`config.mk`:
```
export PLATFORM = sky130hd
export DESIGN_NAME = axis_operand_issuer
export DESIGN_NICKNAME = d
export VERILOG_FILES = /design/src/rtl/axis_operand_issuer.sv
export SDC_FILE = /design/constraint.sdc
export NUM_CORES = 1
export LEC_CHECK = 0
export BUFFER_PORTS_ARGS = -buffer_cell sky130_fd_sc_hd__buf_2
export CAP_MARGIN = 40
export CORE_AREA = 2 2 99 149
export DETAILED_ROUTE_END_ITERATION = 8
export DIE_AREA = 0 0 101 151
export PLACE_DENSITY = 0.7
export SYNTH_ARGS = -nofsm -noshare
export SYNTH_HDL_FRONTEND = slang
export SYNTH_SLANG_ARGS = --single-unit
```
`constraint.sdc`:
```
create_clock -name clk_in -period 9.2 [get_ports clk_in]
set_input_delay 0.46 -clock clk_in [delete_from_list [all_inputs] [get_ports clk_in]]
set_output_delay 0.46 -clock clk_in [all_outputs]
set_load 0.02 [all_outputs]
```
`src/rtl/axis_operand_issuer.sv`:
```
// axis_operand_issuer
//   Upstream sequencer for the floating-point sum-of-squares/reciprocal chain.
//   A sample trigger captures operand A and B into two independent AXI-stream
//   master channels. Each tvalid is held until its own handshake. The block
//   then waits for one result beat, latches it for readout, and aborts after
//   TIMEOUT_CYCLES. Triggers seen while busy are counted as overruns, and
//   aborts are counted as timeouts. Both counters saturate.
//
// Ports
//   clk_in, rst_in            clock; async active-high reset (release is
//                             expected to be synchronous to clk_in)
//   trigger_in, a_in, b_in    sample request and the operands it captures
//   m_axis_a_*, m_axis_b_*    operand output streams (tdata/tvalid/tready)
//   s_axis_result_*           result input stream from the end of the chain
//   result_out                last accepted result
//   result_valid_out          one-cycle pulse when result_out updates
//   busy_out                  high whenever state is not IDLE
//   timeout_out               one-cycle pulse on a result-wait abort
//   overrun_count_out         triggers ignored while busy (saturating)
//   timeout_count_out         number of aborts (saturating)
module axis_operand_issuer #(
  parameter int WIDTH          = 32,
  parameter int TIMEOUT_CYCLES = 1024,
  parameter int CNT_WIDTH      = 16
) (
  input  logic                 clk_in,
  input  logic                 rst_in,
  input  logic                 trigger_in,
  input  logic [WIDTH-1:0]     a_in,
  input  logic [WIDTH-1:0]     b_in,
  output logic [WIDTH-1:0]     m_axis_a_tdata,
  output logic                 m_axis_a_tvalid,
  input  logic                 m_axis_a_tready,
  output logic [WIDTH-1:0]     m_axis_b_tdata,
  output logic                 m_axis_b_tvalid,
  input  logic                 m_axis_b_tready,
  input  logic [WIDTH-1:0]     s_axis_result_tdata,
  input  logic                 s_axis_result_tvalid,
  output logic                 s_axis_result_tready,
  output logic [WIDTH-1:0]     result_out,
  output logic                 result_valid_out,
  output logic                 busy_out,
  output logic                 timeout_out,
  output logic [CNT_WIDTH-1:0] overrun_count_out,
  output logic [CNT_WIDTH-1:0] timeout_count_out
);

  localparam int TMR_W = $clog2(TIMEOUT_CYCLES);
  localparam logic [TMR_W-1:0] TMR_LAST = TMR_W'(TIMEOUT_CYCLES - 1);

  typedef enum logic [1:0] {
    ST_IDLE  = 2'd0,
    ST_ISSUE = 2'd1,
    ST_WAIT  = 2'd2
  } state_t;

  state_t               state_q, state_d;
  logic                 a_vld_q, a_vld_d;
  logic                 b_vld_q, b_vld_d;
  logic [WIDTH-1:0]     a_data_q, a_data_d;
  logic [WIDTH-1:0]     b_data_q, b_data_d;
  logic [TMR_W-1:0]     timer_q, timer_d;
  logic [WIDTH-1:0]     result_q, result_d;
  logic                 result_vld_q, result_vld_d;
  logic                 timeout_q, timeout_d;
  logic                 busy_q, busy_d;
  logic [CNT_WIDTH-1:0] overrun_cnt_q, overrun_cnt_d;
  logic [CNT_WIDTH-1:0] timeout_cnt_q, timeout_cnt_d;

  function automatic logic [CNT_WIDTH-1:0] sat_inc(input logic [CNT_WIDTH-1:0] v);
    return (&v) ? v : v + 1'b1;
  endfunction

  always_comb begin
    state_d       = state_q;
    a_vld_d       = a_vld_q;
    b_vld_d       = b_vld_q;
    a_data_d      = a_data_q;
    b_data_d      = b_data_q;
    timer_d       = timer_q;
    result_d      = result_q;
    result_vld_d  = 1'b0;
    timeout_d     = 1'b0;
    overrun_cnt_d = overrun_cnt_q;
    timeout_cnt_d = timeout_cnt_q;

    // The result-accept cycle still counts as busy, so a trigger there is an overrun.
    if (trigger_in && (state_q != ST_IDLE)) begin
      overrun_cnt_d = sat_inc(overrun_cnt_q);
    end

    case (state_q)
      ST_IDLE: begin
        if (trigger_in) begin
          a_data_d = a_in;
          b_data_d = b_in;
          a_vld_d  = 1'b1;
          b_vld_d  = 1'b1;
          state_d  = ST_ISSUE;
        end
      end
      ST_ISSUE: begin
        if (a_vld_q && m_axis_a_tready) a_vld_d = 1'b0;
        if (b_vld_q && m_axis_b_tready) b_vld_d = 1'b0;
        // Both channels are done once neither valid survives this edge.
        if (!a_vld_d && !b_vld_d) begin
          timer_d = '0;
          state_d = ST_WAIT;
        end
      end
      ST_WAIT: begin
        // A result on the expiry cycle wins over the timeout.
        if (s_axis_result_tvalid) begin
          result_d     = s_axis_result_tdata;
          result_vld_d = 1'b1;
          state_d      = ST_IDLE;
        end else if (timer_q == TMR_LAST) begin
          timeout_d     = 1'b1;
          timeout_cnt_d = sat_inc(timeout_cnt_q);
          state_d       = ST_IDLE;
        end else begin
          timer_d = timer_q + 1'b1;
        end
      end
      default: begin
        state_d = ST_IDLE;
      end
    endcase

    busy_d = (state_d != ST_IDLE);
  end

  always_ff @(posedge clk_in or posedge rst_in) begin
    if (rst_in) begin
      state_q       <= ST_IDLE;
      a_vld_q       <= 1'b0;
      b_vld_q       <= 1'b0;
      a_data_q      <= '0;
      b_data_q      <= '0;
      timer_q       <= '0;
      result_q      <= '0;
      result_vld_q  <= 1'b0;
      timeout_q     <= 1'b0;
      busy_q        <= 1'b0;
      overrun_cnt_q <= '0;
      timeout_cnt_q <= '0;
    end else begin
      state_q       <= state_d;
      a_vld_q       <= a_vld_d;
      b_vld_q       <= b_vld_d;
      a_data_q      <= a_data_d;
      b_data_q      <= b_data_d;
      timer_q       <= timer_d;
      result_q      <= result_d;
      result_vld_q  <= result_vld_d;
      timeout_q     <= timeout_d;
      busy_q        <= busy_d;
      overrun_cnt_q <= overrun_cnt_d;
      timeout_cnt_q <= timeout_cnt_d;
    end
  end

  // Results are refused only while operands are still being issued; in IDLE
  // any late beat is drained and dropped.
  assign s_axis_result_tready = (state_q != ST_ISSUE);

  assign m_axis_a_tdata    = a_data_q;
  assign m_axis_a_tvalid   = a_vld_q;
  assign m_axis_b_tdata    = b_data_q;
  assign m_axis_b_tvalid   = b_vld_q;
  assign result_out        = result_q;
  assign result_valid_out  = result_vld_q;
  assign busy_out          = busy_q;
  assign timeout_out       = timeout_q;
  assign overrun_count_out = overrun_cnt_q;
  assign timeout_count_out = timeout_cnt_q;

endmodule

```
==> impl_metrics.prom <==
# TYPE chip_impl_metric gauge
chip_impl_metric{name="antenna_violations_before_repair",unit=""} 0
chip_impl_metric{name="core_area",unit="sq um"} 13900
chip_impl_metric{name="dp_worst_setup_slack",unit="ns"} 6.83
chip_impl_metric{name="powerDensity",unit="nW/um^2"} 338
chip_impl_info{name="timing.critical_path.to_type",value="register"} 1
chip_impl_metric{name="grt_pass1_vias",unit=""} 4599
chip_impl_metric{name="cts_max_level",unit=""} 4
chip_impl_info{name="run_status",value="finished clean"} 1
chip_impl_metric{name="dp_hpwl",unit="um"} 10300
chip_impl_metric{name="dr.first_iter.drc_count",unit=""} 115
chip_impl_metric{name="fin_setup_tns",unit="ns"} 0
chip_impl_metric{name="overflow",unit=""} 0
chip_impl_metric{name="numCtsBuffers",unit=""} 17
chip_impl_metric{name="antenna-diode-count",unit=""} 0
chip_impl_metric{name="portBuffers",unit=""} 235
chip_impl_metric{name="core.rowCount",unit=""} 53
chip_impl_metric{name="postSynth.asyncResetShare",unit=""} 1.00
chip_impl_metric{name="vias",unit=""} 4441
chip_impl_metric{name="worst-endpoint-required",unit="ns"} 9.49
chip_impl_metric{name="cts.repair.resized",unit=""} 0
chip_impl_metric{name="drt_first_pass_iters",unit=""} 5
chip_impl_metric{name="grt_first_pass_wirelength",unit="um"} 21900
chip_impl_metric{name="power.ir.vdd_worst",unit="mV"} 0.154
chip_impl_metric{name="clock-skew-final",unit="ns"} 0.00947
chip_impl_metric{name="wirelength",unit="um"} 14000
chip_impl_metric{name="tightestPinTransition",unit="ns"} 0.857
chip_impl_metric{name="finished_layout_cell_area",unit="sq um"} 7820
chip_impl_metric{name="slew_violations",unit=""} 0
chip_impl_metric{name="gp_routability_congestion",unit=""} 0.827
chip_impl_metric{name="cp.arrival",unit="ns"} 2.57
chip_impl_metric{name="worst_hold_slack",unit="ns"} 0.113
chip_impl_metric{name="setup_violations",unit=""} 0
chip_impl_metric{name="initial_utilization",unit=""} 0.417
chip_impl_metric{name="final_critical_path_setup_slack",unit="ns"} 6.92
chip_impl_metric{name="drive_gt1_frac",unit=""} 0.466
chip_impl_metric{name="avgRoutedWirePerCell",unit="um"} 15.6
chip_impl_metric{name="floorplan.die_area",unit="sq um"} 15300
chip_impl_metric{name="ys_warn_count",unit=""} 0
chip_impl_metric{name="path_clk_slew",unit="ns"} 0.06
chip_impl_info{name="rsz0062_at_grt",value="no"} 1
chip_impl_metric{name="clock_sink_count",unit=""} 145
chip_impl_metric{name="post-route-drc-count",unit=""} 0
chip_impl_metric{name="num_io_pins",unit=""} 236
chip_impl_metric{name="nets",unit=""} 826
chip_impl_metric{name="hold_viol",unit=""} 0
chip_impl_metric{name="clockBufferDepth",unit=""} 2
chip_impl_metric{name="dieHeight",unit="um"} 151
chip_impl_metric{name="power",unit="mW"} 2.64
chip_impl_metric{name="clock_latency",unit="ns"} 0.41
chip_impl_metric{name="groute.usage.overall",unit=""} 0.184
chip_impl_metric{name="synth-edff-count",unit=""} 0
chip_impl_metric{name="floorplan.die.width",unit="um"} 101
chip_impl_metric{name="vias_per_cell",unit=""} 4.94
chip_impl_metric{name="synth.cell_area",unit="sq um"} 5800
chip_impl_metric{name="placed_cell_area",unit="sq um"} 7210
chip_impl_metric{name="final_period_minus_worst_setup_slack",unit="ns"} 2.28
chip_impl_info{name="startpoint_type",value="register"} 1
chip_impl_info{name="min-delay-path-class",value="in2async"} 1
chip_impl_metric{name="max_cap_viol_count",unit=""} 0
chip_impl_metric{name="post-cts-setup-buffers",unit=""} 0
chip_impl_metric{name="syn_to_final_growth",unit="%"} 34.7
chip_impl_metric{name="syn-instance-count",unit=""} 477
chip_impl_metric{name="post_cts_hold_buffer_count",unit=""} 0
chip_impl_info{name="cts_root_buffer",value="sky130_fd_sc_hd__clkbuf_16"} 1
chip_impl_metric{name="synth.net_count",unit=""} 582
chip_impl_metric{name="ys_seq_area_frac",unit=""} 0.625
chip_impl_metric{name="timing.critical_path.fanout_max",unit=""} 10
chip_impl_metric{name="final_min_period_over_clock_period",unit=""} 0.248
chip_impl_metric{name="number_of_routed_nets_with_antenna_violations",unit=""} 0
chip_impl_metric{name="max_slew_margin",unit=""} 0.429
chip_impl_metric{name="postSynthAreaPerCell",unit="sq um"} 12.2
chip_impl_metric{name="max_fclk",unit="MHz"} 438
chip_impl_info{name="cts_tree",value="built"} 1
chip_impl_metric{name="synth.distinct_cells",unit=""} 38
chip_impl_metric{name="postSynthRegisterBits",unit=""} 145
chip_impl_metric{name="leakage_power_figure",unit="nW"} 4.03
chip_impl_metric{name="largest_net_degree_at_the_start_of_global_routing",unit=""} 68
chip_impl_info{name="yosys_most_used_dff",value="sky130_fd_sc_hd__dfrtp_1"} 1
chip_impl_info{name="setup.worst_path.class",value="reg2reg"} 1
[metrics by stage]
| stage | util | cells |
|---|---|---|
| floorplan | - | 477 |
| global placement | 0.513 | 864 |
| detailed placement | 0.518 | 867 |
| CTS | 0.561 | 899 |
| global route | 0.561 | 899 |
| finish | 0.561 | 899 |
[sequential cells by signal, summed over array words and instances, names as in the netlist]
signal	cells
m_axis_a_tdata	32
m_axis_b_tdata	32
result_out	32
overrun_count_out	16
timeout_count_out	16
timer_q	10
state_q	2
busy_out	1
m_axis_a_tvalid	1
m_axis_b_tvalid	1
result_valid_out	1
timeout_out	1
[worst max-delay path, stage by stage (launching register included)]
cell	delay [ns]
sky130_fd_sc_hd__dfrtp_1	0.48
sky130_fd_sc_hd__or3b_1	0.49
sky130_fd_sc_hd__or2_4	0.30
sky130_fd_sc_hd__a311oi_4	0.50
sky130_fd_sc_hd__mux2_2	0.40
[cells by family (layout without fill, tap and decap cells)]
logic type | count (synthesis) | in the layout | share of synthesized area
buffers and inverters | 25 | 282 | 0.0170
adders and majority gates | 3 | 3 | 0.00647
DFF | 145 | 145 | 0.625
AOI/OAI and AO/OA | 24 | 24 | 0.0308
xor gates and xnor gates | 32 | 32 | 0.0483
muxes | 67 | 67 | 0.130
and+or+nand+nor | 181 | 181 | 0.142
[final timing paths]
path	from	to	slack [ns]	cells past startpoint
setup / recovery	state_q[1]	timeout_count_out[1]	6.92	4
hold / removal	rst_in	result_out[4]	0.11	2
setup reg to reg	state_q[1]	timeout_count_out[1]	6.92	4
hold reg to reg	result_out[1]	result_out[1]	0.47	2
max in group asynchronous	rst_in	m_axis_a_tdata[24]	7.89	4
min in group clk_in	m_axis_a_tready	m_axis_a_tvalid	0.23	2
[where the power goes]
part,internal (mW),switching (mW),total [mW]
clock network,0.435,0.260,0.696
logic,0.372,0.568,0.939
registers,0.873,0.137,1.01
total,1.68,0.965,2.64
[cell type report]
cell class                      instances  area [sq um]
Timing Repair Buffer                  240          1250
Tap cell                              165           206
Clock buffer                           20           447
Inverter                               10          42.5
Sequential cell                       145          3630
Fill cell                            1240          6110
Clock inverter                         12           158
Multi-Input combinational cell        307          2080
[synth_stat cells (all sizes together), types with 2 or more instances]
cell / instances / share of area
dfrtp: 145 / 0.63
nand2: 111 / 0.072
mux2: 66 / 0.13
xnor2: 22 / 0.033
nand3: 15 / 0.013
nand4: 11 / 0.012
nor2: 11 / 0.0071
inv: 10 / 0.0065
xor2: 10 / 0.015
and3: 9 / 0.0097
clkbuf: 9 / 0.0058
a21oi: 6 / 0.0052
and4: 6 / 0.0091
buf: 6 / 0.0047
nor3: 5 / 0.0043
o211ai: 4 / 0.0052
o31ai: 4 / 0.0052
ha: 3 / 0.0065
o21ai: 3 / 0.0026
or2: 3 / 0.0037
a311oi: 2 / 0.0060
and2: 2 / 0.0022
nor2b: 2 / 0.0022
nor3b: 2 / 0.0026
[per-layer routing]
metal  GRT usage  wire length, um  part of all wire  vias to the layer above
li1            -                -                 -                     2110
met1       0.199             5290              0.38                     2175
met2       0.337             7790              0.56                      126
met3      0.0378              494             0.035                       30
met4      0.0926              412             0.029                        0
met5           0                0                 0                        -
[layout by cell type, fill, tap and decap left out, drive strengths merged, types with 3 or more instances in the layout]
cell type and instances:
nand3 15, mux2 66, buf 240, inv 12
nand4 11, xor2 10, xnor2 22, or2 3
ha 3, dfrtp 145, and3 9, nor3 5
and4 6, clkinv 4, o21ai 3, clkinvlp 3
o211ai 4, o31ai 4, nor2 11, clkbuf 20
a21oi 6, nand2 111, bufinv 3
No activity file was read; power rests on OpenSTA's default activity.
